`src/rtl/rib_arbiter_pkg.sv`:
```
// rtl/rib_arbiter_pkg.sv - shared state encodings, master indices and defaults for the register-bus arbiter
package rib_arbiter_pkg;

    typedef enum logic [1:0] {
        ST_IDLE   = 2'd0,
        ST_ACCESS = 2'd1,
        ST_DONE   = 2'd2
    } state_e;

    localparam logic [1:0] CORE = 2'd0;
    localparam logic [1:0] JTAG = 2'd1;
    localparam logic [1:0] UART = 2'd2;

    localparam int DEFAULT_TIMEOUT = 255;

    function automatic logic [1:0] next_idx(input logic [1:0] idx);
        return (idx >= UART) ? CORE : idx + 2'd1;
    endfunction

endpackage

```
`src/rtl/rib_arbiter_if.sv`:
```
// rtl/rib_arbiter_if.sv - master-side and slave-side bus signals of the register-bus arbiter
interface rib_arbiter_if;
    logic [2:0]  m_req;
    logic [2:0]  m_we;
    logic [95:0] m_addr;
    logic [95:0] m_wdata;
    logic [31:0] m_rdata;
    logic [2:0]  m_ack;
    logic        s_req;
    logic        s_we;
    logic [31:0] s_addr;
    logic [31:0] s_wdata;
    logic [31:0] s_rdata;
    logic        s_ack;
    logic        hold_core;
    logic        err;

    modport master (
        input  m_req, m_we, m_addr, m_wdata, s_rdata, s_ack,
        output m_rdata, m_ack, s_req, s_we, s_addr, s_wdata, hold_core, err
    );

    modport slave (
        output m_req, m_we, m_addr, m_wdata, s_rdata, s_ack,
        input  m_rdata, m_ack, s_req, s_we, s_addr, s_wdata, hold_core, err
    );
endinterface

```
`src/rtl/rib_arb_pick.sv`:
```
// rtl/rib_arb_pick.sv - combinational winner search starting one past the last owner
module rib_arb_pick
    import rib_arbiter_pkg::*;
(
    input  logic [2:0] req_i,
    input  logic [1:0] last_owner_i,
    output logic [1:0] idx_o,
    output logic       valid_o
);
    logic [1:0] cand;

    always_comb begin
        idx_o   = CORE;
        valid_o = 1'b0;
        cand    = next_idx(last_owner_i);
        for (int k = 0; k < 3; k++) begin
            if (!valid_o && req_i[cand]) begin
                idx_o   = cand;
                valid_o = 1'b1;
            end
            cand = next_idx(cand);
        end
    end
endmodule

```
`src/rtl/rib_arbiter.sv`:
```
// rtl/rib_arbiter.sv - three-master register-bus arbiter with slave timeout; RIB_ARB_ROUND_ROBIN_EN selects rotating priority
module rib_arbiter
    import rib_arbiter_pkg::*;
#(
    parameter int TIMEOUT_CYCLES = DEFAULT_TIMEOUT
) (
    input logic           clk,
    input logic           rst,
    rib_arbiter_if.master bus
);
    localparam logic [15:0] WAIT_LAST = 16'(TIMEOUT_CYCLES - 1);

    state_e      state_q, state_d;
    logic [1:0]  owner_q, owner_d;
    logic        we_q, we_d;
    logic [31:0] addr_q, addr_d;
    logic [31:0] wdata_q, wdata_d;
    logic [31:0] rdata_q, rdata_d;
    logic        err_q, err_d;
    logic [15:0] cnt_q, cnt_d;
    logic [1:0]  last_owner;
    logic [1:0]  pick_idx;
    logic        pick_valid;
    logic        in_access;
    logic        in_done;

`ifdef RIB_ARB_ROUND_ROBIN_EN
    logic [1:0] last_q, last_d;
    assign last_owner = last_q;
`else
    // jtag > uart > core is exactly the rotation seen from a permanent core owner
    assign last_owner = CORE;
`endif

    rib_arb_pick u_pick (
        .req_i        (bus.m_req),
        .last_owner_i (last_owner),
        .idx_o        (pick_idx),
        .valid_o      (pick_valid)
    );

    always_comb begin
        state_d = state_q;
        owner_d = owner_q;
        we_d    = we_q;
        addr_d  = addr_q;
        wdata_d = wdata_q;
        rdata_d = rdata_q;
        err_d   = err_q;
        cnt_d   = cnt_q;
`ifdef RIB_ARB_ROUND_ROBIN_EN
        last_d  = last_q;
`endif
        case (state_q)
            ST_IDLE: begin
                if (pick_valid) begin
                    owner_d = pick_idx;
                    we_d    = bus.m_we[pick_idx];
                    addr_d  = bus.m_addr[{pick_idx, 5'd0} +: 32];
                    wdata_d = bus.m_wdata[{pick_idx, 5'd0} +: 32];
                    cnt_d   = '0;
                    err_d   = 1'b0;
                    state_d = ST_ACCESS;
`ifdef RIB_ARB_ROUND_ROBIN_EN
                    last_d  = pick_idx;
`endif
                end
            end
            ST_ACCESS: begin
                // a slave ack in the timeout cycle still completes normally
                if (bus.s_ack) begin
                    rdata_d = we_q ? '0 : bus.s_rdata;
                    state_d = ST_DONE;
                end else if (cnt_q == WAIT_LAST) begin
                    rdata_d = '0;
                    err_d   = 1'b1;
                    state_d = ST_DONE;
                end else begin
                    cnt_d = cnt_q + 16'd1;
                end
            end
            ST_DONE:  state_d = ST_IDLE;
            default:  state_d = ST_IDLE;
        endcase
    end

    always_ff @(posedge clk) begin
        if (rst) begin
            state_q <= ST_IDLE;
            owner_q <= CORE;
            we_q    <= 1'b0;
            addr_q  <= '0;
            wdata_q <= '0;
            rdata_q <= '0;
            err_q   <= 1'b0;
            cnt_q   <= '0;
`ifdef RIB_ARB_ROUND_ROBIN_EN
            last_q  <= CORE;
`endif
        end else begin
            state_q <= state_d;
            owner_q <= owner_d;
            we_q    <= we_d;
            addr_q  <= addr_d;
            wdata_q <= wdata_d;
            rdata_q <= rdata_d;
            err_q   <= err_d;
            cnt_q   <= cnt_d;
`ifdef RIB_ARB_ROUND_ROBIN_EN
            last_q  <= last_d;
`endif
        end
    end

    assign in_access     = (state_q == ST_ACCESS);
    assign in_done       = (state_q == ST_DONE);
    assign bus.s_req     = in_access;
    assign bus.s_we      = in_access & we_q;
    assign bus.s_addr    = in_access ? addr_q : '0;
    assign bus.s_wdata   = in_access ? wdata_q : '0;
    assign bus.m_ack     = in_done ? (3'b001 << owner_q) : 3'b000;
    assign bus.m_rdata   = in_done ? rdata_q : '0;
    assign bus.err       = in_done & err_q;
    assign bus.hold_core = (state_q != ST_IDLE) && (owner_q != CORE);
endmodule

```
`src/flat_wrapper.sv`:
```
// flat-port wrapper written by rule: the top's interface ports become plain ports
module rib_arbiter_flat import rib_arbiter_pkg::*;
#(
    parameter int TIMEOUT_CYCLES = DEFAULT_TIMEOUT
)
  (clk, rst, bus_m_req, bus_m_we, bus_m_addr, bus_m_wdata, bus_s_rdata, bus_s_ack, bus_m_rdata, bus_m_ack, bus_s_req, bus_s_we, bus_s_addr, bus_s_wdata, bus_hold_core, bus_err);
  rib_arbiter_if bus_i ();
  input logic clk;
  input logic rst;
  input wire logic [$bits(bus_i.m_req)-1:0] bus_m_req;
  input wire logic [$bits(bus_i.m_we)-1:0] bus_m_we;
  input wire logic [$bits(bus_i.m_addr)-1:0] bus_m_addr;
  input wire logic [$bits(bus_i.m_wdata)-1:0] bus_m_wdata;
  input wire logic [$bits(bus_i.s_rdata)-1:0] bus_s_rdata;
  input wire logic [$bits(bus_i.s_ack)-1:0] bus_s_ack;
  output wire logic [$bits(bus_i.m_rdata)-1:0] bus_m_rdata;
  output wire logic [$bits(bus_i.m_ack)-1:0] bus_m_ack;
  output wire logic [$bits(bus_i.s_req)-1:0] bus_s_req;
  output wire logic [$bits(bus_i.s_we)-1:0] bus_s_we;
  output wire logic [$bits(bus_i.s_addr)-1:0] bus_s_addr;
  output wire logic [$bits(bus_i.s_wdata)-1:0] bus_s_wdata;
  output wire logic [$bits(bus_i.hold_core)-1:0] bus_hold_core;
  output wire logic [$bits(bus_i.err)-1:0] bus_err;
  assign bus_i.m_req = bus_m_req;
  assign bus_i.m_we = bus_m_we;
  assign bus_i.m_addr = bus_m_addr;
  assign bus_i.m_wdata = bus_m_wdata;
  assign bus_i.s_rdata = bus_s_rdata;
  assign bus_i.s_ack = bus_s_ack;
  assign bus_m_rdata = bus_i.m_rdata;
  assign bus_m_ack = bus_i.m_ack;
  assign bus_s_req = bus_i.s_req;
  assign bus_s_we = bus_i.s_we;
  assign bus_s_addr = bus_i.s_addr;
  assign bus_s_wdata = bus_i.s_wdata;
  assign bus_hold_core = bus_i.hold_core;
  assign bus_err = bus_i.err;
  rib_arbiter #(.TIMEOUT_CYCLES(TIMEOUT_CYCLES)) u_core (.clk(clk), .rst(rst), .bus(bus_i));
endmodule
```
`config.mk`:
```
export PLATFORM = sky130hd
export DESIGN_NAME = rib_arbiter_flat
export DESIGN_NICKNAME = d
export VERILOG_FILES = /design/src/rtl/rib_arbiter_pkg.sv /design/src/rtl/rib_arbiter_if.sv /design/src/rtl/rib_arb_pick.sv /design/src/rtl/rib_arbiter.sv /design/src/flat_wrapper.sv
export SDC_FILE = /design/constraint.sdc
export NUM_CORES = 1
export LEC_CHECK = 0
export ABC_AREA = 1
export CORE_AREA = 10 10 146 148
export CTS_BUF_LIST = sky130_fd_sc_hd__clkbuf_8
export DETAILED_ROUTE_END_ITERATION = 10
export DIE_AREA = 0 0 156 158
export PLACE_DENSITY = 0.81
export SLEW_MARGIN = 20
export SYNTH_ARGS = -nofsm -noshare
export SYNTH_HDL_FRONTEND = slang
export SYNTH_SLANG_ARGS = --single-unit
```
`constraint.sdc`:
```
create_clock -name clk -period 3.45 [get_ports clk]
set_clock_uncertainty 0.2 [all_clocks]
set_input_delay 0.5175 -clock clk [delete_from_list [all_inputs] [get_ports clk]]
set_output_delay 0.5175 -clock clk [all_outputs]
set_load 0.02 [all_outputs]
```
Word level (Yosys, flattened, before mapping)

Index checks and enable logic that the tools add are counted.

Register bits after elaboration: 118
Bits in latches: 0
Memory bits (writable): 0
Memory bits (read-only): 0
Output and inout port bits: 103
Word-level logic and storage cells: 65
Memories: 0

$add $sub $neg: 1
Multiply operators: 0
Div/mod/pow operators: 0
Magnitude comparators: 1
Eq/ne operators: 8
Shifts and indexed selects: 3
Multiplexer cells: 27
Bitwise logic cells: 2
Reductions and logical operators: 15

Operator list:

| cell                                                                  | count |
|---|---|
| 32-bit two-way mux                                                    | 6 |
| 96-bit by 8-bit indexed part select with 32-bit output                | 2 |
| 16-bit two-way mux                                                    | 3 |
| 16-bit case mux with 2 select lines                                   | 1 |
| 16-bit by 1-bit adder with 16-bit output (second input constant)      | 1 |
| 16-bit by 8-bit == test with 1-bit output (second input constant)     | 1 |
| 2-bit two-way mux                                                     | 5 |
| 1-bit two-way mux                                                     | 8 |
| 4-bit AND reduction                                                   | 2 |
| 2-bit nonzero test                                                    | 4 |
| 2-bit != test (second input constant)                                 | 3 |
| 2-bit AND reduction                                                   | 3 |
| 2-bit case mux with 2 select lines                                    | 1 |
| 1-bit logical AND                                                     | 3 |
| 2-bit by 3-bit < comparator with 1-bit output (second input constant) | 1 |
| 3-bit two-way mux                                                     | 1 |
| 3-bit != test (second input constant)                                 | 1 |
| 1-bit by 2-bit left shift with 3-bit output (first input constant)    | 1 |
| 1-bit bitwise AND                                                     | 2 |
| 1-bit binary-select mux with 2-bit select                             | 1 |
| 2-bit by 1-bit == test with 1-bit output (second input constant)      | 1 |
| 2-bit == test (second input constant)                                 | 1 |
| 1-bit zero test                                                       | 2 |
| 2-bit zero test                                                       | 1 |
| other kinds (2)                                                       | 2 |

Longest topological paths before layout

Gate-level depths: netlist (run 1).

Depth in word-level cells: 9
Gate-level depth with buffers: 10

Hierarchy

A second synthesis (run 1) with hierarchy kept.

Cell total of the unflattened synthesis: 1116
Area total of the unflattened synthesis: 6955.4 sq um

By module, submodules not included:

| module       | instances | cells an instance | area each (sq um) | seq. area each (sq um) |
|---|---|---|---|---|
| rib_arbiter  | 1         | 1082              | 6795.3            | 2362.3 |
| rib_arb_pick | 1         | 34                | 160.2             | 0.0 |

Worst setup path after synthesis (run 1)

OpenSTA, ideal clock, no wires.

Path type: reg-to-output
Start: register u_core.state_q[0]
End: output bus_s_addr[0]
Data arrival time: 1306 ps
Data required time: 2732 ps
Path slack: 1427 ps
Cell stages (with the launch flop): 7
Path buffers: 2
Path through: dfxtp_1 -> inv_2 -> nor2_4 -> inv_2 -> buf_2 -> buf_1 -> nor2_1

Word-level cells in the longest chain between the ends: 2

RTL lines:

| item                                     | line               | source |
|---|---|---|
| start, declared                          | rib_arbiter.sv:13  | `state_e state_q, state_d;` |
| start signal, assigned                   | rib_arbiter.sv:101 | `state_q <= state_d;` |
| 2-bit by 1-bit == test with 1-bit output | rib_arbiter.sv:115 | `assign in_access = (state_q == ST_ACCESS);` |
| 32-bit two-way mux                       | rib_arbiter.sv:119 | `assign bus.s_addr = in_access ? addr_q : '0;` |
| end, declared                            | flat_wrapper.sv:20 | `output wire logic [$bits(bus_i.s_addr)-1:0] bus_s_addr;` |

No other way between the ends.

Final worst setup path (run 1)

Start: register u_core.state_q[0]
End: output bus_s_wdata[28]

Word-level cells in the longest chain between the ends: 2

RTL lines:

| item                                     | line               | source |
|---|---|---|
| 2-bit by 1-bit == test with 1-bit output | rib_arbiter.sv:115 |  |
| 32-bit two-way mux                       | rib_arbiter.sv:120 | `assign bus.s_wdata = in_access ? wdata_q : '0;` |
| end, declared                            | flat_wrapper.sv:21 | `output wire logic [$bits(bus_i.s_wdata)-1:0] bus_s_wdata;` |

No other way between the ends.

==> impl_metrics.csv, run 1 <==
group,metric,value,unit
synth,synth.area.top_cells,"dfxtp_1, nand2_1, inv_1",
placed_design,placed_cell_area,9750,µm²
min_path,min_path_type,"reg2reg",
clocking,clock_sinks,118,
setup_path,slowest_delay,0.64,ns
clocking,cts-buffers-inserted,17,
synth,ys_seq_elements,118,
die,placementRows,50,
synth,synth_compound_area_share,24.3,%
clocking,cts_resized,0,
setup_path,crit_chain,"inv_2 -> nor2_4 -> inv_2 -> buf_4 -> nor2_1 -> clkdlybuf4s50_1",
synth,netlist_area,6310,µm²
finish,final_cell_mix,"clkdlybuf4s50_1, nand2_1, inv_1",
placed_design,pre_cts_ws,0.712,ns
synth,synth_top_family_by_area,"simple AND/OR/NAND/NOR gates",
setup_path,end_kind,"output pin",
clocking,tritoncts,"done",
min_path,holdPathEnd,"u_core.err_q$_SDFFE_PP0P_",
die,coreArea,18500,µm²
setup_path,crit_top_cell,"inv_2",
synth,yosys.area_share.simple,24.4,%
setup_path,crit_fanout,68,
finish,design_area,10200,µm²
detailed_routing,wl_per_cell,16.6,µm
setup_path,startpoint_type,"flop",
global_route,grt_pass1_vias,7248,
detailed_routing,drtIter0Drc,418,
synth,muxShareOfSynthArea,0,%
clocking,cts_root_buffer,"clkbuf_8",
clocking,htree_levels,4,
die,start_util,34.2,%
synth,synth_seq_area_share,37.5,%
detailed_routing,antenna_left,0,
sta,layout_min_cycle_time,3.24,ns
synth,syn_area_per_cell,6.59,µm²
synth,yosys.area.top_type,"dfxtp_1",
synth,synthDistinctLibCells,27,
finish,layout.nets,1486,
die,die_h,158,µm
sta,fmax,309,MHz
min_path,min-delay-start,"u_core.err_q$_SDFFE_PP0P_",
setup_path,cp_slowest_cell,"clkdlybuf4s50_1",
global_route,grt_pass1_wl,37100,µm
job,maxCapViolCount,0,
clocking,clockBufferDepth,2,
power,power.density,374,nW/µm²
sta,worst_slack,0.213,ns
min_path,hold_depth,2,
finish,final_common_cell,"clkdlybuf4s50_1",
detailed_routing,firstDrtPassIters,5,
power,power_leakage,3.75,nW
outcome,outcome,"completed",
sta,hold_viol,0,
sta,maxSlewHeadroom,49.5,%
die,num_io_pins,336,
clocking,holdBufCountCts,0,
clocking,cts_setup_buffers,0,
power,p_total,3.80,mW
setup_path,reg2reg_to,"u_core.rdata_q[5]$_SDFFE_PP0P_",
global_route,grt_usage,18.9,%
placed_design,portBuffers,335,
setup_path,r2r_slack,1.04,ns
synth,synth-xor-area-share,0,%
placed_design,post-dp-hpwl,19000,µm
die,die_x,156,µm
sta,setup_viol,0,
sta,rsz0062_at_grt,"no",
global_route,grt_max_degree,131,
sta,fin_setup_tns,0,ns
setup_path,crit_type,"reg2out",
finish,final_util,55.0,%
synth,syn-instance-count,957,
sta,finalMaxSlewViolations,0,
detailed_routing,vias,7417,
global_route,antenna_found_initial,2,
synth,ys_warn_count,0,
setup_path,required,2.73,ns
detailed_routing,drcViolationCount,0,
synth,synth_top_area_share,37.5,%
die,dieArea,24600,µm²
detailed_routing,drt-vias-per-instance,4.95,
clocking,cts.clk_slew.worst_paths,0.07,ns
detailed_routing,finalWirelength,24900,µm
synth,synthAdderAreaFrac,0.397,%
sta,period_share,93.8,%
finish,area_delta_synth_final,61.0,%
setup_path,worstRegToRegCells,6,
placed_design,gp_congestion,0.870,
sta,tightestPinTransition,0.756,ns
global_route,grt-ovfl-total,0,
setup_path,worst_r2r_startpoint,"u_core.state_q[0]$_SDFFE_PP0P_",
clocking,worstSkewPairLatency,0.43,ns
power,peakVddDrop,0.000228,V
setup_path,arrival,2.52,ns
synth,syn_nets,1192,
finish,layout-drive-gt1-share,4.75,%
cells by family (layout without fill, tap and decap cells):
group,Yosys count,in the layout
flops,118,118
other cells,0,1
simple gates,370,370
buf+inv,212,518
compound gates,255,255
fa+ha+maj,2,2
registers in the layout (all words and copies together) (netlist names):
| signal | cells |
|---|---|
| u_core.wdata_q | 32 |
| u_core.addr_q | 32 |
| u_core.err_q | 1 |
| u_core.state_q | 2 |
| u_core.rdata_q | 32 |
| u_core.owner_q | 2 |
| u_core.we_q | 1 |
| u_core.cnt_q | 16 |
where the power goes:
part / switching [mW] / leakage, nW / total (mW) / internal, mW
Combinational: 0.488 / 2.57 / 0.964 / 0.476
Sequential: 0.0674 / 0.971 / 1.55 / 1.49
Clock: 0.551 / 0.212 / 1.28 / 0.728
critical path, delay by kind of cell (launching register included):
kind	cells	cell delay, ns
buf+inv	4	1.17
simple gates	2	0.50
flops	1	0.39
cell type report:
class                   instances  area, µm²
flip-flops and latches        118       2360
well taps                     234        293
fillers                      1743       8300
diodes                          1       2.50
inverters                     142        534
clock buffers                  22        303
clock inverters                 9        100
multi-input cells             627       3110
repair buffers                345       3450
cell usage after synthesis (all sizes together):
cell and number:
a22oi 58, a21oi 56, clkbuf 34, a31oi 58, nor2 137, nand3 63
nor3 5, dfxtp 118, nand2 163, buf 36, ha 2, inv 142
a22o 7, nand4 1, o21ai 76, nand3b 1
layer usage:
layer | up-vias | wire, µm | GRT usage, %
met2 | 280 | 12600 | 33.4
met3 | 38 | 2360 | 8.22
met4 | 0 | 595 | 6.38
met1 | 3378 | 9360 | 19.7
met5 | - | 0 | 0
li1 | 3721 | - | -
per-stage QoR:
step           hold slack [ns]  cells
2_1_floorplan            0.234    957
3_3_place_gp             0.258   1466
3_5_place_dp             0.274   1466
4_1_cts                  0.284   1497
5_1_grt                  0.295   1498
6_report                 0.277   1498
worst max-delay path by stage:
stage                                   startpoint                              end  slack, ns
finish              u_core.state_q[0]$_SDFFE_PP0P_                  bus_s_wdata[28]       0.21
global route        u_core.state_q[0]$_SDFFE_PP0P_                   bus_s_addr[12]       0.07
CTS                 u_core.state_q[0]$_SDFFE_PP0P_                  bus_s_wdata[28]       0.23
detailed placement  u_core.state_q[0]$_SDFFE_PP0P_                  bus_s_wdata[28]       0.71
global placement                         bus_s_ack  u_core.rdata_q[19]$_SDFFE_PP0P_       0.73
floorplan           u_core.state_q[0]$_SDFFE_PP0P_                    bus_s_addr[0]       1.43
(Power assumes the default switching activity.)
==> run 2: changes to the inputs <==
Settings changed: SETUP_SLACK_MARGIN set to 0.2.
==> impl_metrics.csv, run 2 (synthesized netlist as in run 1, its figures left out) <==
group,metric,value,unit
outcome,outcome,"completed",
finish,area_delta_synth_final,61.3,%
clocking,worstSkewPairLatency,0.43,ns
detailed_routing,met2_length,12500,µm
finish,fin_cells,1501,
placed_design,gp_congestion,0.870,
sta,fin_hold_ws,0.274,ns
placed_design,place_inst,1466,
sta,tightestPinTransition,0.760,ns
die,die_x,156,µm
setup_path,crit_fanout,68,
power,p_seq_share,40.9,%
power,pwr-share-clk,33.6,%
die,die_h,158,µm
finish,layout-drive-gt1-share,4.98,%
finish,multiInputGateArea,3110,µm²
sta,fmax,326,MHz
detailed_routing,firstDrtPassIters,6,
setup_path,startpoint_type,"flop",
global_route,grt_pass1_wl,37100,µm
sta,fin_setup_tns,0,ns
die,dieArea,24600,µm²
clocking,htree_levels,4,
sta,hold_viol,0,
power,switching_share,29.1,%
clocking,tritoncts,"done",
die,coreArea,18500,µm²
sta,rsz0062_at_grt,"no",
global_route,antenna_found_initial,2,
job,maxCapViolCount,0,
die,start_util,34.2,%
clocking,clockBufferDepth,2,
detailed_routing,wl_per_cell,16.6,µm
min_path,min_path_type,"reg2reg",
clocking,clock_sinks,118,
power,switching_power,1.11,mW
global_route,grt_pass1_vias,7248,
setup_path,arrival,2.35,ns
finish,layout.nets,1489,
finish,reg_top3,"u_core.addr_q x32, u_core.rdata_q x32, u_core.wdata_q x32",
global_route,grt_max_degree,131,
sta,setup_viol,0,
detailed_routing,drt-vias-per-instance,4.94,
power,power_leakage,3.77,nW
power,combPwrFrac,25.5,%
placed_design,portBuffers,335,
power,p_total,3.80,mW
finish,final_common_cell,"clkdlybuf4s50_1",
clocking,cts-buffers-inserted,17,
finish,final_cell_mix,"clkdlybuf4s50_1, nand2_1, inv_1",
sta,period_share,88.9,%
detailed_routing,antenna_left,0,
setup_path,crit_start,"u_core.state_q[0]$_SDFFE_PP0P_",
die,placementRows,50,
power,internal_power,2.70,mW
detailed_routing,m1WireLength,9290,µm
setup_path,crit_type,"reg2out",
global_route,grt-ovfl-total,0,
finish,fill_cells,1740,
clocking,cts.clk_slew.worst_paths,0.07,ns
global_route,grt_usage,18.9,%
detailed_routing,finalWirelength,24900,µm
detailed_routing,vias,7419,
clocking,cts_root_buffer,"clkbuf_8",
power,power.density,374,nW/µm²
min_path,min-delay-start,"u_core.err_q$_SDFFE_PP0P_",
placed_design,post-dp-hpwl,19000,µm
placed_design,pre_cts_ws,0.712,ns
sta,finalMaxSlewViolations,0,
detailed_routing,dr_wl_met3,2460,µm
die,num_io_pins,336,
sta,maxSlewHeadroom,49.2,%
detailed_routing,drtIter0Drc,424,
finish,seq_area,2360,µm²
power,peakVddDrop,0.000228,V
sta,layout_min_cycle_time,3.07,ns
detailed_routing,maxUsedRoutingLayer,"met4",
detailed_routing,drcViolationCount,0,
setup_path,worst_r2r_startpoint,"u_core.state_q[0]$_SDFFE_PP0P_",
finish,design_area,10200,µm²
setup_path,end_kind,"output pin",
finish,final_util,55.1,%
sta,worst_slack,0.382,ns
setup_path,required,2.73,ns
placed_design,placed_cell_area,9750,µm²
-- run 2: cell types whose count changed in the layout (fill, tap and decap cells not counted) --
cell / before / now
buf_4: 8 / 11
-- run 2: what timing repair did --
action / CTS / global route
endpoints found under the setup margin: 0 / 64
hold endpoints to repair: 0 / 0
buffers inserted: 0 / 3
resized for setup: 0 / 0
hold buffers: 0 / 0
-- run 2: final timing paths --
| kind | to | cells after the start | slack (ns) |
|---|---|---|---|
| max | bus_s_wdata[28] | 6 | 0.38 |
| min | u_core.err_q$_SDFFE_PP0P_ | 2 | 0.27 |
| max reg2reg | u_core.rdata_q[5]$_SDFFE_PP0P_ | 7 | 1.12 |
| min reg2reg | u_core.err_q$_SDFFE_PP0P_ | 2 | 0.27 |
-- run 2: layer usage --
layer | GRT usage, % | up-vias
li1 | - | 3728
met1 | 19.7 | 3348
met2 | 33.4 | 303
met3 | 8.22 | 40
met4 | 6.38 | 0
met5 | 0 | -
-- run 2: layout make-up --
cell class / instances / area share, %
Sequential cell: 118 / 23.2
Multi-Input combinational cell: 627 / 30.6
Clock inverter: 9 / 0.984
Clock buffer: 22 / 2.98
Inverter: 142 / 5.25
Tap cell: 234 / 2.88
Timing Repair Buffer: 348 / 34.1
Antenna cell: 1 / 0.0246
-- run 2: power by group through the flow --
stage	Clock [mW]	Combinational, mW	Sequential [mW]
2_1_floorplan	0	0.500	1.56
3_3_place_gp	0	0.956	1.58
3_5_place_dp	0	0.970	1.58
4_1_cts	1.31	0.973	1.55
5_1_grt	1.38	1.06	1.57
6_report	1.28	0.970	1.55
-- run 2: worst max-delay path: stages (launching register included) --
cell and delay [ns]:
dfxtp_1 0.40, inv_2 0.07, nor2_4 0.18, inv_2 0.09, buf_4 0.32, nor2_1 0.18
clkdlybuf4s50_1 0.64
